--- config.mk ---
export PLATFORM = sky130hd
export DESIGN_NAME = dff_bist_ctrl
export DESIGN_NICKNAME = d
export VERILOG_FILES = /design/src/rtl/dff_bist_pkg.sv /design/src/rtl/bist_sync2.sv /design/src/rtl/dff_bist_ctrl.sv
export SDC_FILE = /design/constraint.sdc
export NUM_CORES = 1
export LEC_CHECK = 0
export CAP_MARGIN = 20
export CORE_MARGIN = 2
export CORE_UTILIZATION = 53
export CTS_BUF_LIST = sky130_fd_sc_hd__clkbuf_4 sky130_fd_sc_hd__clkbuf_8 sky130_fd_sc_hd__clkbuf_16
export CTS_CLUSTER_DIAMETER = 30
export CTS_CLUSTER_SIZE = 28
export DETAILED_ROUTE_END_ITERATION = 6
export GPL_ROUTABILITY_DRIVEN = 0
export PLACE_DENSITY = 0.86
export REMOVE_ABC_BUFFERS = 1
export SKIP_CTS_REPAIR_TIMING = 1
export SYNTH_ARGS = -nofsm -noshare
export SYNTH_HDL_FRONTEND = slang
export SYNTH_HIERARCHICAL = 1
export SYNTH_SLANG_ARGS = --single-unit
export TNS_END_PERCENT = 30
--- constraint.sdc ---
create_clock -name C -period 2.5 [get_ports C]
set_input_delay 0.375 -clock C [delete_from_list [all_inputs] [get_ports C]]
set_output_delay 0.375 -clock C [all_outputs]
set_load 0.05 [all_outputs]
--- src/rtl/dff_bist_pkg.sv ---
// dff_bist_pkg: state encoding and fixed stimulus table for the single-flop BIST sequencer
package dff_bist_pkg;
    typedef enum logic [2:0] {IDLE, SETUP, PULSE, HOLD, CHECK, DONE} state_t;
    typedef struct packed {
        logic d;
        logic r_setup;
        logic r_pulse;
        logic c_pulse;
        logic expect_q;
    } step_vec_t;
    localparam int NUM_STEPS = 8;
    localparam step_vec_t STEP_TABLE [NUM_STEPS] = '{
        '{1'b1, 1'b1, 1'b1, 1'b0, 1'b0},
        '{1'b1, 1'b0, 1'b0, 1'b1, 1'b1},
        '{1'b0, 1'b0, 1'b0, 1'b0, 1'b1},
        '{1'b0, 1'b0, 1'b0, 1'b1, 1'b0},
        '{1'b1, 1'b0, 1'b0, 1'b1, 1'b1},
        '{1'b1, 1'b0, 1'b1, 1'b0, 1'b0},
        '{1'b1, 1'b1, 1'b1, 1'b1, 1'b0},
        '{1'b1, 1'b0, 1'b0, 1'b0, 1'b0}
    };
endpackage

--- src/rtl/bist_sync2.sv ---
// bist_sync2: two-flop synchroniser for the asynchronous Q of the flop under test
module bist_sync2 (
    input  logic C,
    input  logic R,
    input  logic d,
    output logic q
);
    logic meta;
    always_ff @(posedge C or negedge R) begin
        if (!R) begin
            meta <= 1'b0;
            q    <= 1'b0;
        end else begin
            meta <= d;
            q    <= meta;
        end
    end
endmodule

--- src/rtl/dff_bist_ctrl.sv ---
// dff_bist_ctrl: steps a NAND-built async-reset flop through a fixed vector table and reports pass/fail
module dff_bist_ctrl
    import dff_bist_pkg::*;
#(
    parameter int SETTLE  = 4,
    parameter int PULSE_W = 3,
    parameter int CNT_W   = 4
) (
    input  logic             C,
    input  logic             R,
    input  logic             start,
    input  logic             dut_q,
    output logic             dut_d,
    output logic             dut_c,
    output logic             dut_r,
    output logic             busy,
    output logic             done,
    output logic             pass,
    output logic [CNT_W-1:0] fail_cnt,
    output logic [2:0]       first_fail,
    output logic [2:0]       step
);
    localparam int PH_W = $clog2(SETTLE > PULSE_W ? SETTLE : PULSE_W);

    if (SETTLE < 3) begin : g_settle_chk
        $error("SETTLE must be at least 3 so the synchronised Q reflects the post-pulse value");
    end

    state_t          state, state_nx;
    logic [PH_W-1:0] ph;
    logic [2:0]      step_nx;
    logic            q_s, go, ph_settle, ph_pulse, mis;
    logic            d_nx, c_nx, r_nx;

    bist_sync2 u_sync (.C(C), .R(R), .d(dut_q), .q(q_s));

    assign go        = (state == IDLE || state == DONE) && start;
    assign ph_settle = ph == PH_W'(SETTLE - 1);
    assign ph_pulse  = ph == PH_W'(PULSE_W - 1);
    assign mis       = state == CHECK && q_s != STEP_TABLE[step].expect_q;
    assign busy      = state != IDLE && state != DONE;
    assign done      = state == DONE;
    assign pass      = done && fail_cnt == '0;

    always_ff @(posedge C or negedge R) begin
        if (!R) state <= IDLE;
        else    state <= state_nx;
    end

    always_comb begin
        state_nx = state;
        step_nx  = step;
        case (state)
            IDLE, DONE: if (go) begin
                state_nx = SETUP;
                step_nx  = 3'd0;
            end
            SETUP: state_nx = ph_settle ? PULSE : SETUP;
            PULSE: state_nx = ph_pulse ? HOLD : PULSE;
            HOLD:  state_nx = ph_settle ? CHECK : HOLD;
            CHECK: begin
                state_nx = step == 3'(NUM_STEPS - 1) ? DONE : SETUP;
                step_nx  = step == 3'(NUM_STEPS - 1) ? step : step + 3'd1;
            end
            default: state_nx = IDLE;
        endcase
    end

    // Flop-under-test drives are computed for the upcoming state so they register in step with it
    always_comb begin
        d_nx = dut_d;
        c_nx = 1'b0;
        r_nx = 1'b1;
        case (state_nx)
            SETUP, HOLD, CHECK: begin
                d_nx = STEP_TABLE[step_nx].d;
                r_nx = STEP_TABLE[step_nx].r_setup;
            end
            PULSE: begin
                d_nx = STEP_TABLE[step_nx].d;
                c_nx = STEP_TABLE[step_nx].c_pulse;
                r_nx = STEP_TABLE[step_nx].r_setup | STEP_TABLE[step_nx].r_pulse;
            end
            DONE:    r_nx = 1'b0;
            default: d_nx = 1'b0;
        endcase
    end

    always_ff @(posedge C or negedge R) begin
        if (!R) begin
            ph         <= '0;
            step       <= 3'd0;
            fail_cnt   <= '0;
            first_fail <= 3'd0;
            dut_d      <= 1'b0;
            dut_c      <= 1'b0;
            dut_r      <= 1'b1;
        end else begin
            ph    <= state_nx != state ? '0 : ph + 1'b1;
            step  <= step_nx;
            dut_d <= d_nx;
            dut_c <= c_nx;
            dut_r <= r_nx;
            if (go) begin
                fail_cnt   <= '0;
                first_fail <= 3'd0;
            end else if (mis) begin
                if (fail_cnt == '0) first_fail <= step;
                if (fail_cnt != '1) fail_cnt <= fail_cnt + 1'b1;
            end
        end
    end
endmodule
After elaboration in Yosys (flattened, before gate mapping):

Memories as Yosys holds them, arrays and structs flattened.
Index checks and enable logic that the tools add are counted.

* register bits after elaboration: 20
* memory bits (read-only): 80
* input bits: 4
* output and inout port bits: 16
* memories kept: 2

* add/subtract/negate cells: 3
* magnitude comparators: 2
* eq/ne operators: 17
* muxes and demuxes: 23
* bitwise operators: 3
* reductions and logical operators: 16

Memory list
* (no name shown): depth 8, width 5, rd ports 1, clocked after memory_dff 0, write ports 0, line dff_bist_ctrl.sv:82 `r_nx = STEP_TABLE[step_nx].r_setup | STEP_TABLE[step_nx].r_pulse;`
* (no name shown): depth 8, width 5, rd ports 1, clocked after memory_dff 0, write ports 0, line dff_bist_ctrl.sv:40 `assign mis = state == CHECK && q_s != STEP_TABLE[step].expect_q;`

Operators by type and width (count)
* $mux 3: 8
* $eq 3x3->1 const B: 5
* $pmux 3 s5: 1
* $eq 3x2->1 const B: 4
* $mux 4: 3
* $mux 5: 2
* $ge 4x4->1 const B: 2
* $not 3->4: 2
* $eq 3x1->1 const B: 2
* $pmux 3 s2: 1
* $reduce_bool 2->1: 3
* $add 4x1->4 const B: 1
* $eq 2x2->1 const B: 2
* $logic_and 1x1->1: 4
* $logic_not 4->1: 1
* $mux 1: 4
* $mux 2: 2
* $ne 4x4->1 const B: 1
* $reduce_and 2->1: 2
* $reduce_or 4->1: 1
* $add 3x1->3 const B: 1
* $logic_not 3->1: 1
* $ne 3x3->1: 1
* $ne 3x3->1 const B: 1
* 9 further kinds: 9

Depth between registers and ports, before layout:

Gate-level depths: netlist (run 1).

* word-level depth: 11
* depth in mapped cells: 9
* depth with buffers taken out: 8

Modules after synthesis:

The synthesis (run 1) kept the hierarchy.

Modules (own cells, without submodules)
* dff_bist_ctrl: times used 1, cells an instance 129, area an instance 1233.7 sq um, sequential area each 451.7 sq um
* bist_sync2: times used 1, cells an instance 2, area an instance 50.0 sq um, sequential area each 50.0 sq um

Worst setup path before layout (run 1):

No wires, ideal clock.

* kind: register to register
* from: register step[0]
* to: register dut_r
* arrival: 2319 ps
* data required time: 2420 ps
* slack: 101 ps
* cell stages (with the launch flop): 9
* clock period less this slack: 2399 ps
* cell sequence: dfrtp_1 > ha_1 > nand2_1 > o211ai_1 > a31oi_2 > ha_1 > a2111oi_4 > o22ai_1 > o221ai_2

* word-level cells in the longest chain between the ends: 9
* elaborated cells on any way between the ends: 19
* those cells by class: add/sub (1); eq/ne (6); mux (8); bitwise (2); reduce/logical (1); memory (1)

Ends and longest elaborated chain
* from (decl): line dff_bist_ctrl.sv:21 `output logic [2:0] step`
* from (signal assigned): line dff_bist_ctrl.sv:100 `step <= step_nx;`
* $add 3x1->3 / $eq 3x3->1 (equally long branches): line dff_bist_ctrl.sv:63, dff_bist_ctrl.sv:62
* $mux 3: line dff_bist_ctrl.sv:63 `step_nx = step == 3'(NUM_STEPS - 1) ? step : step + 3'd1;`
* $pmux 3 s2: line dff_bist_ctrl.sv:53 `case (state)`
* $not 3->4 (not written as such): line dff_bist_ctrl.sv:77, dff_bist_ctrl.sv:82
* $mem_v2 8x5
* $mux 5 (not written as such) (2 in series): line dff_bist_ctrl.sv:82
* $or 1x1->1: line dff_bist_ctrl.sv:82
* $pmux 1 s3 *: line dff_bist_ctrl.sv:74 `case (state_nx)`
* net r_nx: line dff_bist_ctrl.sv:33 `logic d_nx, c_nx, r_nx;`
* to (signal assigned): line dff_bist_ctrl.sv:103 `dut_r <= r_nx;`
* to (decl): line dff_bist_ctrl.sv:15 `output logic dut_r,`

Mark *: on every way through the listed nets, which the timed path passes. The rest lies on a longest branch. The select of a mux whose other input is x is not followed.
A chain may end at the register's enable or synchronous reset.

Worst setup path in the final report (run 1):

* from: register state[1]
* to: output done

* word-level cells in the longest chain between the ends: 1

Ends and longest elaborated chain
* from (decl): line dff_bist_ctrl.sv:29 `state_t state, state_nx;`
* from (signal assigned): line dff_bist_ctrl.sv:47 `else state <= state_nx;`
* $eq 3x3->1: line dff_bist_ctrl.sv:42 `assign done = state == DONE;`
* to (decl): line dff_bist_ctrl.sv:17 `output logic done,`

Every way passes these cells.

==> impl_results.md, run 1 <==
* Worst vdd ir at 825.2 uV
* Cell family contributing the most delay on the critical path: buffers and inverters
* Clock transition at the registers of the reported paths at 0.12 ns
* Number of CTS-inserted buffers at 3
* First-pass GRT wire length at 5.043 mm
* Count of unique library cells instantiated by Yosys at 46
* Data required time at the worst endpoint at 2.12 ns
* Number of cells in the design after placement at 181
* Sink Count at 20
* Number of buffers on the longest clock path at 2
* Post-route non-filler standard cell count at 185
* YS warnings at 6
* Max-slew violation count at 0
* Cell count after synthesis at 131
* Worst-path cell chain: and2b_1 -> and2_1 -> clkdlybuf4s50_1
* Top cells by area, synth: sky130_fd_sc_hd__dfrtp_1 (37%), sky130_fd_sc_hd__ha_1 (8.8%), sky130_fd_sc_hd__inv_1 (3.2%)
* NumNets Final at 171
* Antenna violations before repair at 0
* Largest net degree at the start of global routing at 21
* Worst endpoint data arrival time at 2.07 ns
* Count of endpoints failing setup in the final report at 0
* Number of global-route vias before repair at 1067
* Final routed DRC violation total at 0
* Top FF cell, synth: sky130_fd_sc_hd__dfrtp_1
* Clock tree root driver cell: sky130_fd_sc_hd__clkbuf_4
* Syn Area/Cell at 9.799 um2
* Outcome: complete, no violations
* Number of design-rule violations left by the first detailed-router iteration at 31
* Number of rows created at floorplan at 17
* Cell types with the highest counts after synthesis: sky130_fd_sc_hd__dfrtp_1 (19), sky130_fd_sc_hd__inv_1 (11), sky130_fd_sc_hd__ha_1 (9), sky130_fd_sc_hd__nor2_1 (9)
* Tot Pwr at 1778 uW
* Number of input and output port buffers inserted at 19
* Count of endpoints failing hold in the final timing report at 0
* Top-Level Pins at 20
* Most common cell in the synthesized netlist: sky130_fd_sc_hd__dfrtp_1
* Average wire per cell in the routed design at 16.49 um
* Final WL at 3.050 mm
* N_diodes at 0
* Share of the cycle needed by the critical path after routing at 97.81%
* CP Class: register to output pin
* Starting density of the core at 56.94%
* Cell with the biggest individual delay on the critical path: sky130_fd_sc_hd__clkdlybuf4s50_1
* Die boundary height at 53.22 um
* Pin slew with the least headroom to its limit at 0.5109 ns
* DP HPWL at 2.253 mm
* Max frequency at 408.9 MHz
* Count of filler cells inserted in the layout at 182
* Detailed Routing Iterations Pass 1 at 4
* Time the worst path needs with I/O delays and setup at 2.445 ns
* FF+latch count, synth at 20
* Type of the tightest min-delay check: register to register
* Synth async-reset ratio at 100.0%
* Avg Vias per Cell at 5.886
* Unrepaired setup endpoints after global routing: false
* Total congestion overflow at 0
* Worst Skew at 0.002996 ns
* Area leader, netlist: sky130_fd_sc_hd__dfrtp_1
* Maximum fanout along the worst path at 9
* Power density of the placed cells at 1132 mW/mm2
* Max-cap check violation count at 0
* Antenna Nets Post-Route at 0
* Seq/Total Area, Yosys at 39.08%
* Worst Path Buf+Inv at 1
* Area growth from synthesis to final layout at 22.42%
* Crit start category: register
* EDFF count, synth at 0
* Clock tree from TritonCTS: built
* Fraction of the core area covered by cells at the end of the flow at 69.70%
* Core region area at 0.002255 mm2
* Static leakage at 0.0007232 uW
* Die width at 53.22 um
* Source-to-sink clock delay at the later pin of the worst-skew pair at 0.31 ns
* Clock H-tree levels at 1
* Largest stage delay, worst path at 0.79 ns
* Share of the synthesized area in the top cell type at 37.04%
* DIE AREA at 0.002832 mm2
* Vias at 1089
* Crit path capture type: output pin
* Tot GR Track Use at 24.88%
* Worst slew margin relative to its limit at 65.71%
* Post-synth design cell area at 0.001284 mm2
* Ratio of cells with drive above 1 in the final layout at 14.65%
-- cell usage in the layout (no fill, tap or decap), types with 2 or more instances in the layout --
cell type                         instances
sky130_fd_sc_hd__and3_1                   3
sky130_fd_sc_hd__dfrtp_1                 19
sky130_fd_sc_hd__o21ai_1                  5
sky130_fd_sc_hd__inv_1                   11
sky130_fd_sc_hd__nand2b_1                 3
sky130_fd_sc_hd__xor2_1                   2
sky130_fd_sc_hd__clkbuf_4                 3
sky130_fd_sc_hd__clkdlybuf4s50_1         17
sky130_fd_sc_hd__ha_1                     9
sky130_fd_sc_hd__a21o_1                   2
sky130_fd_sc_hd__nand4_1                  2
sky130_fd_sc_hd__a21oi_1                  3
sky130_fd_sc_hd__inv_2                    2
sky130_fd_sc_hd__nand2_1                  6
sky130_fd_sc_hd__nor2b_1                  6
sky130_fd_sc_hd__nor2_1                   9
sky130_fd_sc_hd__a31o_1                   3
sky130_fd_sc_hd__nor3_1                   2
sky130_fd_sc_hd__o22ai_1                  3
sky130_fd_sc_hd__and2_1                   4
sky130_fd_sc_hd__o21ai_0                  2
sky130_fd_sc_hd__nand3_1                  5
sky130_fd_sc_hd__buf_4                    8
sky130_fd_sc_hd__mux2i_1                  3
-- worst register-to-register path, cell delays in order, from the launching register on --
cell	delay, ns
sky130_fd_sc_hd__dfrtp_1	0.50
sky130_fd_sc_hd__buf_4	0.20
sky130_fd_sc_hd__nor2_1	0.20
sky130_fd_sc_hd__nand3_1	0.19
sky130_fd_sc_hd__a31o_1	0.28
sky130_fd_sc_hd__ha_1	0.32
sky130_fd_sc_hd__a2111oi_4	0.33
sky130_fd_sc_hd__o22ai_1	0.14
sky130_fd_sc_hd__o221ai_2	0.15
-- layer usage --
layer  track usage [%]  wire length (um)  up-vias
li1                  -                 -      509
met1             31.47              1338      519
met2             41.77              1494       55
met3             4.520               165        6
met4             9.402                52        0
met5                 0                 0        -
-- registers in the layout, indices dropped and copies added, names as in the netlist --
register / cells
fail_cnt: 4
state: 3
dut_r: 1
u_sync/q: 1
first_fail: 3
step: 3
dut_d: 1
ph: 2
dut_c: 1
u_sync/meta: 1
-- final cells by class --
class                           instances  area [um2]  share of cell area, %
Timing Repair Buffer                   26       242.7                  15.45
Multi-Input combinational cell         94       706.9                  44.98
Tap cell                               28       35.03                  2.229
Inverter                               13       48.80                  3.105
Sequential cell                        20       501.7                  31.93
Clock buffer                            4       36.28                  2.309
-- report_power, final --
part           switching [uW]  internal [uW]  total (uW)  leakage (uW)
logic                     643            398        1040      0.000447
registers                 122            419         541      0.000256
clock network             107           89.1         196     0.0000210
-- final timing paths --
kind	depth (start not counted)	endpoint	start	slack (ns)
max	3	done	state[1]	0.05
min	0	u_sync/q	u_sync/meta	0.37
max reg2reg	8	dut_r	state[2]	0.12
min reg2reg	0	u_sync/q	u_sync/meta	0.37
max in group asynchronous	2	dut_r	R	1.84
min in group asynchronous	2	fail_cnt[1]	R	0.39
-- stage by stage --
step | cell area, um2 | hold WS, ns | setup slack [ns] | setup TNS [ns]
finish | 1572 | 0.3744 | 0.05464 | 0
global route | 1572 | 0.3872 | 0.005132 | 0
CTS | 1569 | 0.3768 | -0.06264 | -0.06264
detailed placement | 1533 | 0.3484 | 0.07493 | 0
global placement | 1533 | 0.3354 | 0.1819 | 0
floorplan | 1257 | 0.07941 | 0.1009 | 0
-- cells by family (layout without fill, tap and decap cells) --
group	count (synthesis)	after routing	share of synthesized area [%]
compound gates	30	30	19.10
xor+xnor	4	4	3.315
fa+ha+maj	9	9	8.772
buf+inv	17	43	5.848
flops	20	20	39.08
mux	3	3	2.339
simple gates	48	48	21.54
No activity file was read; power rests on OpenSTA's default activity.
==> run 2, diff against run 1 <==
GPL_TIMING_DRIVEN = 0   (was default)
MAX_ROUTING_LAYER = met4   (was default)
==> run 2 against run 1 <==
Compared with the run above: clock power down 4%; critical path depth up 4; sequential share of layout area up 0.94 points; global-route usage down 1.7 points; via count down 6.4%; clock skew up 0.0044 ns; first-iteration DRC count unchanged; clock-buffer cell count unchanged; critical path type is now register to register; critical endpoint is now dut_r.
==> impl_results.md, run 2 (same netlist as run 1, synthesis figures left out) <==
* Outcome: complete, no violations (unchanged)
* Top-Level Pins at 20 (unchanged)
* Count of filler cells inserted in the layout at 191 (was 182)
* Max frequency at 408.4 MHz (was 408.9 MHz)
* Beginning of the worst register-to-register path: state[0] (was state[2])
* Avg Vias per Cell at 5.725 (was 5.886)
* Static leakage at 0.0007240 uW (was 0.0007232 uW)
* N_diodes at 0 (unchanged)
* Max-cap check violation count at 0 (unchanged)
* First-pass GRT wire length at 4.685 mm (was 5.043 mm)
* Clock transition at the registers of the reported paths at 0.12 ns (about the same)
* Vias at 1019 (was 1089)
* DP HPWL at 1.999 mm (was 2.253 mm)
* Detailed Routing Iterations Pass 1 at 4 (unchanged)
* Source-to-sink clock delay at the later pin of the worst-skew pair at 0.30 ns (was 0.31 ns)
* Final routed DRC violation total at 0 (unchanged)
* Unrepaired setup endpoints after global routing: true (was false)
* Instance count along the most critical hold path at 0 (unchanged)
* Largest stage delay, worst path at 0.58 ns (was 0.79 ns)
* TNS Setup at 0 ns (unchanged)
* Antenna Nets Post-Route at 0 (unchanged)
* Die boundary height at 53.22 um (unchanged)
* NumNets Final at 164 (was 171)
* Area growth from synthesis to final layout at 18.91% (was 22.42%)
* Post-Place Worst Slack at -0.1550 ns (was 0.07493 ns)
* Clock tree root driver cell: sky130_fd_sc_hd__clkbuf_4 (unchanged)
* Largest register FFs at 4 (unchanged)
* Worst Reg2Reg Path Length in Cells at 7 (was 8)
* CP Class: register to register (was register to output pin)
* Cell with the biggest individual delay on the critical path: sky130_fd_sc_hd__dfrtp_1 (was sky130_fd_sc_hd__clkdlybuf4s50_1)
* Power density of the placed cells at 1121 mW/mm2 (was 1132 mW/mm2)
* Ratio of cells with drive above 1 in the final layout at 10.00% (was 14.65%)
* Worst Skew at 0.007380 ns (was 0.002996 ns)
* Die width at 53.22 um (unchanged)
* Largest net degree at the start of global routing at 21 (unchanged)
* Starting density of the core at 56.94% (unchanged)
* Critical hold path startpoint: u_sync/meta (unchanged)
* Count of endpoints failing setup in the final report at 0 (unchanged)
* Number of buffers on the longest clock path at 2 (unchanged)
* Reg2Reg Capture Point: dut_r (unchanged)
* Clock tree from TritonCTS: built (unchanged)
* Number of global-route vias before repair at 1043 (was 1067)
* Number of input and output port buffers inserted at 19 (unchanged)
* Core region area at 0.002255 mm2 (unchanged)
* Register with the most flip-flops: fail_cnt (unchanged)
* Type of the tightest min-delay check: register to register (unchanged)
* Time the worst path needs with I/O delays and setup at 2.449 ns (was 2.445 ns)
* Crit path capture type: register (was output pin)
* Sink Count at 20 (unchanged)
* Number of design-rule violations left by the first detailed-router iteration at 31 (unchanged)
* Number of rows created at floorplan at 17 (unchanged)
* Worst slew margin relative to its limit at 41.63% (was 65.71%)
* Worst Slack Setup Final at 0.05119 ns (was 0.05464 ns)
* Worst hold path endpoint: u_sync/q (unchanged)
* Commonest cells after routing, fill and taps aside: sky130_fd_sc_hd__dfrtp_1 (19), sky130_fd_sc_hd__clkdlybuf4s50_1 (16), sky130_fd_sc_hd__inv_1 (11), sky130_fd_sc_hd__nor2_1 (9), sky130_fd_sc_hd__ha_1 (9) (was sky130_fd_sc_hd__dfrtp_1 (19), sky130_fd_sc_hd__clkdlybuf4s50_1 (17), sky130_fd_sc_hd__inv_1 (11), sky130_fd_sc_hd__nor2_1 (9), sky130_fd_sc_hd__ha_1 (9))
* Total congestion overflow at 0 (unchanged)
* Data required time at the worst endpoint at 2.73 ns (was 2.12 ns)
* Crit start category: register (unchanged)
* Clock H-tree levels at 1 (unchanged)
* Final WL at 2.639 mm (was 3.050 mm)
* DIE AREA at 0.002832 mm2 (unchanged)
* Average wire per cell in the routed design at 14.83 um (was 16.49 um)
* R2r setup slk at 0.05 ns (was 0.12 ns)
* Worst vdd ir at 724.1 uV (was 825.2 uV)
* Antenna violations before repair at 0 (unchanged)
* Max-slew violation count at 0 (unchanged)
* Maximum fanout along the worst path at 19 (was 9)
* Number of CTS-inserted buffers at 3 (unchanged)
* Worst endpoint data arrival time at 2.68 ns (was 2.07 ns)
* Worst-path cell chain: nor3b_2 -> and3_1 -> a31oi_2 -> ha_1 -> a2111oi_4 -> o22ai_1 -> o221ai_2 (was and2b_1 -> and2_1 -> clkdlybuf4s50_1)
* Count of endpoints failing hold in the final timing report at 0 (unchanged)
* Tot GR Track Use at 23.19% (was 24.88%)
* Share of the cycle needed by the critical path after routing at 97.95% (was 97.81%)
* Pin slew with the least headroom to its limit at 0.8727 ns (was 0.5109 ns)
* Most common cell after layout, fill and taps aside: sky130_fd_sc_hd__dfrtp_1 (unchanged)
-- run 2: cell count changes in the layout (fill, tap and decap cells not counted), sizes merged --
cell | before | now
buf | 8 | 0
dlymetal6s2s | 1 | 3
clkdlybuf4s50 | 17 | 16
-- run 2: final cells by class --
| class | instances | area, um2 | share of cell area [%] |
|---|---|---|---|
| inverter | 13 | 48.80 | 3.197 |
| sequential | 20 | 501.7 | 32.87 |
| timing repair buffer | 19 | 197.7 | 12.95 |
| multi-input combinational | 94 | 706.9 | 46.31 |
| clock buffer | 4 | 36.28 | 2.377 |
| tap | 28 | 35.03 | 2.295 |
-- run 2: worst max-delay path, delay by kind of cell, from the launching register on --
kind                     cells  cell delay, ns
AO/OA/AOI/OAI                4            0.72
adder cells (fa/ha/maj)      1            0.36
flip-flops                   1            0.58
AND/OR/NAND/NOR              2            0.71
-- run 2: stage by stage --
stage / hold WS [ns] / total power, uW / util (%) / instances / cell area, um2
detailed placement: 0.3355 / 1528 / 65.76 / 174 / 1483
finish: 0.3598 / 1711 / 67.70 / 178 / 1526
global placement: 0.3368 / 1482 / 65.76 / 174 / 1483
global route: 0.3687 / 1833 / 67.70 / 178 / 1526
floorplan: 0.07941 / 1249 / - / 127 / 1257
CTS: 0.3622 / 1718 / 67.37 / 178 / 1519
-- run 2: worst max path at each step --
stage	start	endpoint	slack, ns	cells past startpoint
finish	state[0]	dut_r	0.05	7
CTS	fail_cnt[0]	pass	-0.15	5
global placement	start	dut_r	-0.08	8
floorplan	step[0]	dut_r	0.10	8
detailed placement	start	dut_r	-0.16	8
global route	state[0]	dut_r	-0.13	7
-- run 2: where the power goes --
part / leakage (uW) / switching (uW) / internal [uW] / total (uW)
Sequential: 0.000256 / 135 / 419 / 554
Combinational: 0.000447 / 600 / 368 / 968
Clock: 0.0000210 / 99.8 / 88.8 / 189
Total: 0.000724 / 835 / 875 / 1710
-- run 2: metal layers --
metal,vias up,GRT usage (%),wire length (um)
li1,503,-,-
met1,479,29.71,1200
met2,32,38.48,1287
met3,5,1.695,124
met4,0,8.547,27
met5,-,-,0
